[config.mk]
export PLATFORM = sky130hd
export DESIGN_NAME = cpu_run_ctrl
export DESIGN_NICKNAME = d
export VERILOG_FILES = /design/src/rtl/cpu_run_ctrl.sv
export SDC_FILE = /design/constraint.sdc
export NUM_CORES = 1
export LEC_CHECK = 0
export ABC_AREA = 1
export CAP_MARGIN = 40
export CORE_ASPECT_RATIO = 1.25
export CORE_UTILIZATION = 35
export DETAILED_ROUTE_END_ITERATION = 8
export DONT_BUFFER_PORTS = 1
export PLACE_DENSITY = 0.6
export SLEW_MARGIN = 40
export SYNTH_ARGS = -nofsm -noshare
export SYNTH_HDL_FRONTEND = slang
export SYNTH_SLANG_ARGS = --single-unit
[constraint.sdc]
create_clock -name clk -period 7.11 [get_ports clk]
set_clock_uncertainty 0.2 [all_clocks]
set_input_delay 1.7775 -clock clk [delete_from_list [all_inputs] [get_ports clk]]
set_output_delay 1.7775 -clock clk [all_outputs]
set_load 0.01 [all_outputs]
[src/rtl/cpu_run_ctrl.sv]
`default_nettype none
// ============================================================================
// Module   : cpu_run_ctrl
// Brief    : Run controller for the parametrised CPU family. Sequences core
//            reset, runs the core until halt or a cycle-limit watchdog, and
//            records a per-cycle {pc, ir, halt} trace in a circular buffer
//            that can be drained after the run.
// Options  : RUN_CTRL_CHANGE_FILTER_EN - when defined, only cycles whose
//            {pc, ir} differs from the last recorded entry (or that carry
//            halt) are recorded; the first RUN cycle is always recorded.
// Revision : 1.0 - initial release
// ============================================================================
module cpu_run_ctrl #(
    parameter int PC_W        = 8,
    parameter int IR_W        = 8,
    parameter int RST_CYCLES  = 2,
    parameter int TIMEOUT     = 100,
    parameter int CNT_W       = 16,
    parameter int TRACE_DEPTH = 16
) (
    input  logic                              clk,
    input  logic                              rst,
    input  logic                              start,
    input  logic                              cpu_halt,
    input  logic [PC_W-1:0]                   cpu_pc,
    input  logic [IR_W-1:0]                   cpu_ir,
    output logic                              cpu_rst,
    output logic                              running,
    output logic                              done,
    output logic                              timed_out,
    output logic [CNT_W-1:0]                  cycle_count,
    input  logic                              trace_rd_en,
    output logic [PC_W+IR_W:0]                trace_rd_data,
    output logic                              trace_empty,
    output logic [$clog2(TRACE_DEPTH+1)-1:0]  trace_count,
    output logic                              trace_overflow
);

    localparam int c_AW  = $clog2(TRACE_DEPTH);
    localparam int c_PW  = c_AW + 1;
    localparam int c_CW  = $clog2(TRACE_DEPTH + 1);
    localparam int c_TW  = PC_W + IR_W + 1;
    localparam int c_RCW = (RST_CYCLES > 1) ? $clog2(RST_CYCLES) : 1;

    localparam logic [CNT_W-1:0] c_TO_LAST  = CNT_W'(TIMEOUT - 1);
    localparam logic [c_RCW-1:0] c_RST_LAST = c_RCW'(RST_CYCLES - 1);
    localparam logic [c_PW-1:0]  c_FULL     = c_PW'(TRACE_DEPTH);

    typedef enum logic [2:0] {
        S_IDLE  = 3'd0,
        S_RESET = 3'd1,
        S_RUN   = 3'd2,
        S_GRACE = 3'd3,
        S_DONE  = 3'd4
    } state_t;

    state_t             r_state;
    logic [c_RCW-1:0]   r_rst_cnt;
    logic               r_cpu_rst;
    logic               r_running;
    logic               r_done;
    logic               r_timed_out;
    logic [CNT_W-1:0]   r_cycle_count;

    logic [c_TW-1:0]    r_mem [TRACE_DEPTH];
    logic [c_PW-1:0]    r_head;
    logic [c_PW-1:0]    r_tail;
    logic               r_overflow;

    logic               w_start_ok;
    logic               w_active;
    logic [CNT_W-1:0]   w_cc_next;
    logic [c_PW-1:0]    w_count;
    logic               w_empty;
    logic               w_full;
    logic               w_pop;
    logic               w_push;
    logic [c_TW-1:0]    w_entry;

    // start is honoured only between runs; it is dropped in RESET/RUN/GRACE
    assign w_start_ok = start && ((r_state == S_IDLE) || (r_state == S_DONE));
    assign w_active   = (r_state == S_RUN) || (r_state == S_GRACE);
    assign w_cc_next  = (r_cycle_count == '1) ? r_cycle_count : r_cycle_count + 1'b1;

    // Pointers carry one extra bit so full and empty are distinguishable
    assign w_count = r_tail - r_head;
    assign w_empty = (w_count == '0);
    assign w_full  = (w_count == c_FULL);
    assign w_pop   = trace_rd_en && !w_empty;
    assign w_entry = {cpu_pc, cpu_ir, cpu_halt};

`ifdef RUN_CTRL_CHANGE_FILTER_EN
    logic                  r_first;
    logic [PC_W+IR_W-1:0]  r_last;

    assign w_push = w_active && (r_first || ({cpu_pc, cpu_ir} != r_last) || cpu_halt);

    // Remember the last recorded {pc, ir}; re-arm the first-cycle push each run
    always_ff @(posedge clk or posedge rst) begin
        if (rst) begin
            r_first <= 1'b1;
            r_last  <= '0;
        end else if (w_start_ok) begin
            r_first <= 1'b1;
        end else if (w_push) begin
            r_first <= 1'b0;
            r_last  <= {cpu_pc, cpu_ir};
        end
    end
`else
    assign w_push = w_active;
`endif

    // Run sequencer with registered core reset, status flags and cycle counter
    always_ff @(posedge clk or posedge rst) begin
        if (rst) begin
            r_state       <= S_IDLE;
            r_rst_cnt     <= '0;
            r_cpu_rst     <= 1'b1;
            r_running     <= 1'b0;
            r_done        <= 1'b0;
            r_timed_out   <= 1'b0;
            r_cycle_count <= '0;
        end else begin
            case (r_state)
                S_IDLE, S_DONE: begin
                    r_cpu_rst <= 1'b1;
                    r_running <= 1'b0;
                    if (start) begin
                        r_state       <= S_RESET;
                        r_rst_cnt     <= '0;
                        r_done        <= 1'b0;
                        r_timed_out   <= 1'b0;
                        r_cycle_count <= '0;
                    end
                end
                S_RESET: begin
                    if (r_rst_cnt == c_RST_LAST) begin
                        r_state   <= S_RUN;
                        r_cpu_rst <= 1'b0;
                        r_running <= 1'b1;
                    end else begin
                        r_rst_cnt <= r_rst_cnt + 1'b1;
                    end
                end
                S_RUN: begin
                    r_cycle_count <= w_cc_next;
                    // halt takes priority over a coincident watchdog expiry
                    if (cpu_halt) begin
                        r_state   <= S_GRACE;
                        r_running <= 1'b0;
                    end else if (r_cycle_count == c_TO_LAST) begin
                        r_state     <= S_DONE;
                        r_running   <= 1'b0;
                        r_cpu_rst   <= 1'b1;
                        r_timed_out <= 1'b1;
                    end
                end
                S_GRACE: begin
                    r_cycle_count <= w_cc_next;
                    r_state       <= S_DONE;
                    r_done        <= 1'b1;
                    r_cpu_rst     <= 1'b1;
                    r_running     <= 1'b0;
                end
                default: begin
                    r_state   <= S_IDLE;
                    r_cpu_rst <= 1'b1;
                    r_running <= 1'b0;
                end
            endcase
        end
    end

    // Trace pointers: a push into a full buffer drops the oldest entry
    always_ff @(posedge clk or posedge rst) begin
        if (rst) begin
            r_head     <= '0;
            r_tail     <= '0;
            r_overflow <= 1'b0;
        end else if (w_start_ok) begin
            r_head     <= '0;
            r_tail     <= '0;
            r_overflow <= 1'b0;
        end else if (w_push) begin
            r_tail <= r_tail + 1'b1;
            if (w_pop || w_full) begin
                r_head <= r_head + 1'b1;
            end
            if (w_full && !w_pop) begin
                r_overflow <= 1'b1;
            end
        end else if (w_pop) begin
            r_head <= r_head + 1'b1;
        end
    end

    // Trace storage; a full push+pop overwrites the slot being popped this cycle
    always_ff @(posedge clk) begin
        if (w_push) begin
            r_mem[r_tail[c_AW-1:0]] <= w_entry;
        end
    end

    assign cpu_rst        = r_cpu_rst;
    assign running        = r_running;
    assign done           = r_done;
    assign timed_out      = r_timed_out;
    assign cycle_count    = r_cycle_count;
    assign trace_overflow = r_overflow;
    assign trace_empty    = w_empty;
    assign trace_count    = c_CW'(w_count);
    assign trace_rd_data  = w_empty ? '0 : r_mem[r_head[c_AW-1:0]];

endmodule
`default_nettype wire
==> flow_metrics.tcl <==
set metrics [dict create \
    status "finished clean" \
    fin_nets 1179 \
    clk_latency_ns 0.50 \
    seq_area_frac_synth 0.691 \
    holdPathStages 2 \
    path_class "reg2out" \
    ant_nets 0 \
    synth_compound_area_frac 0.0860 \
    finalSetupViolations 0 \
    avgSynthCellArea_um2 11.5 \
    synth_top_area_share 0.624 \
    grt_usage 0.168 \
    hold_path.class "reg2reg" \
    max_stage_delay_ns 0.75 \
    hold_viol_final 0 \
    r2r_cells 10 \
    grt_pass1_wl_um 49100 \
    fp.dieW_um 175 \
    max_freq_ghz 0.187 \
    synth_area_leader_cell "edfxtp_1" \
    clkSinkCount 307 \
    io_pins 65 \
    cp.required_ns 5.13 \
    cts-hold-fix-buffers 0 \
    highest_layer "met4" \
    synthMuxAreaShare 0 \
    grt_antenna_before_repair 0 \
    first_pass_iters 5 \
    worstPathArrival_ns 3.38 \
    min_period_over_period 0.753 \
    p_total_mw 5.46 \
    min-delay-start "r_rst_cnt$_DFFE_PP0P_" \
    via_per_inst 5.22 \
    start_util 0.358 \
    routed_wl_um 32000 \
    r2r_slack_ns 3.95 \
    synth_area_leaders "edfxtp_1 62%, nand2_1 8.9%, dfrtp_1 6.5%" \
    cp_slowest_cell "dfrtp_4" \
    area_growth_pct 12.1 \
    peakVddDrop_v 0.000191 \
    drv_slew 0 \
    io_buffers 0 \
    start_kind "flop" \
    cts_root_buf "clkbuf_16" \
    globalRouteOverflowTotal 0 \
    synth-simple-area-share 0.167 \
    ys_types 39 \
    ctsResizeCount 0 \
    cts_buffers 35 \
    layout-drive-gt1-share 0.0950 \
    crit_buf_inv 0 \
    fin_crit_ns 5.35 \
    h-tree-depth 2 \
    gp_congestion 0.854 \
    drc 0 \
    synth_xor_area_frac 0.00535 \
    wl_met3_um 2140 \
    syn_area_mm2 0.0131 \
    rsz0062_at_grt "false" \
    max_slew_margin 0.484 \
    clk_pin_slew_ns 0.06 \
    nFillCells 3466 \
    fin_tns_setup_ns 0 \
    worstPathCellList "ha_1 -> fa_1 -> xnor2_1 -> nor2_4 -> nand3_4 -> nand3_1 -> a31oi_1" \
    post_dp_cell_area_mm2 0.0136 \
    critPathCaptureType "output pin" \
    die_area_mm2 0.0382 \
    diodes 0 \
    post-dp-hpwl_um 18400 \
    met2RoutedLength_um 15600 \
    pre_cts_ws_ns 2.20 \
    r2r-end "r_head[0]$_DFFE_PP0P_" \
    cts_setup_buffers 0 \
    setup_ws_ns 1.76 \
    grt_pass1_vias 8421 \
    synth-seq-cells 307 \
    syn_inst 1143 \
    cts_tree "done" \
    postSynthNetCount 1175 \
    route.layer.met1.wl_um 13600 \
    first_iter_violations 695 \
    powerDensity_mw_per_mm2 372 \
    min_to "r_rst_cnt$_DFFE_PP0P_" \
    cp.depth 7 \
    final_area_mm2 0.0147 \
    drv_cap 0 \
    yosysWarningCount 0 \
    rows 78 \
    critPathMaxFanout 63 \
    coreArea_mm2 0.0366 \
    die_h_um 218 \
    critical_path.top_delay_family "adder cells" \
    synth_fa_ha_area_frac 0.0111 \
    r2r-start "r_head[0]$_DFFE_PP0P_" \
    p_leak_nw 5.28 \
    clockBufferDepth 3 \
    wl_per_cell_um 19.4 \
    synth_top_family_by_area "simple AND/OR/NAND/NOR gates" \
    num_vias 8606 \
    worstMarginPinSlew_ns 0.774 \
    grt_max_degree 107 \
]
[worst max path at each step]
stage / from / endpoint / slack, ns
2_1_floorplan: r_head[2]$_DFFE_PP0P_ / trace_rd_data[15] / 3.02
3_3_place_gp: r_head[0]$_DFFE_PP0P_ / trace_rd_data[16] / 2.17
3_5_place_dp: r_head[2]$_DFFE_PP0P_ / trace_rd_data[10] / 2.20
4_1_cts: r_head[2]$_DFFE_PP0P_ / trace_rd_data[10] / 1.65
5_1_grt: r_head[0]$_DFFE_PP0P_ / trace_rd_data[15] / 1.57
6_report: r_head[0]$_DFFE_PP0P_ / trace_rd_data[10] / 1.76
[metal layers]
metal | GRT usage | vias up
li1 | - | 4051
met1 | 0.214 | 4217
met2 | 0.286 | 283
met3 | 0.0355 | 55
met4 | 0.0504 | 0
met5 | 0 | -
[cells in the final DEF, fill, tap and decap left out, types with 2 or more instances in the layout]
cell	synthesis	routed
ha_1	10	10
nand2_2	3	3
o211ai_1	2	2
a22oi_1	24	24
a31oi_1	9	9
xor2_1	7	7
nor2_2	1	16
nand3_1	92	92
inv_2	2	3
nand4_1	10	10
nand2_1	312	312
nand2_4	2	2
inv_1	45	43
nor3_1	7	7
buf_4	13	22
a32o_1	16	16
nor2_4	1	2
o21ai_2	6	6
o21ai_1	11	11
nor2_1	94	78
o21ai_0	31	31
clkbuf_1	8	9
o22ai_1	4	4
a21oi_1	77	77
edfxtp_1	272	272
clkinv_2	0	6
nand3_4	2	2
clkbuf_16	0	37
dfrtp_1	34	32
clkinv_1	2	5
[final cells by class]
| class | instances | area, um2 | area share |
|---|---|---|---|
| clock buffers | 46 | 960 | 0.0654 |
| clock inverters | 12 | 73.8 | 0.00503 |
| inverters | 49 | 193 | 0.0131 |
| multi-input cells | 729 | 3580 | 0.244 |
| flip-flops and latches | 307 | 9050 | 0.617 |
| well taps | 480 | 601 | 0.0409 |
| repair buffers | 25 | 219 | 0.0149 |
[worst reg2reg max path: cells and delay by family (launching register included)]
| family | cells | cell delay (ns) |
|---|---|---|
| and+or+nand+nor | 7 | 0.81 |
| xor gates and xnor gates | 1 | 0.52 |
| DFF | 1 | 0.75 |
| adders and majority gates | 2 | 0.77 |
[state kept, by name (all words and copies together) (netlist names)]
register        count
cycle_count        16
r_mem             272
cpu_rst             1
r_state             3
r_tail              5
done                1
r_rst_cnt           1
r_head              5
trace_overflow      1
running             1
timed_out           1
[per-stage QoR]
stage / utilization / cells / hold slack (ns)
after floorplan: - / 1143 / 0.251
after global placement: 0.371 / 1588 / 0.265
after detailed placement: 0.371 / 1588 / 0.267
after CTS: 0.400 / 1646 / 0.283
after global routing: 0.401 / 1648 / 0.316
final: 0.401 / 1648 / 0.280
[kinds of logic after synthesis]
logic type                 after synthesis
adders and majority gates               11
and+or+nand+nor                        526
buffers and inverters                  107
AOI/OAI and AO/OA                      184
xor gates and xnor gates                 8
DFF                                    307
[power by group]
group | internal, mW | switching, mW
logic | 0.482 | 1.14
registers | 2.08 | 0.131
clock network | 0.949 | 0.684
[cell usage after synthesis]
master and number:
o21ai_2 6, nor2_2 1, dfstp_2 1, buf_2 34, fa_1 1, ha_1 10, a22oi_1 24, a21oi_1 77
clkinv_1 2, edfxtp_1 272, o22ai_1 4, clkbuf_1 8, xor2_1 7, xnor2_1 1, inv_1 45, nand3_1 92
nand2_2 3, o21ai_1 11, buf_4 13, o211ai_1 2, nand3_4 2, a22o_1 1, nor4_1 1, nor3_1 7
o31ai_1 1, nor2_4 1, o21ai_0 31, nand3b_1 1, a32o_1 16, inv_2 2, nand2_1 312, buf_6 3
nand2_4 2, o22ai_2 1, dfrtp_1 34, a31oi_1 9, nand4_1 10, o211ai_2 1, nor2_1 94
No activity file was read; power rests on OpenSTA's default activity.
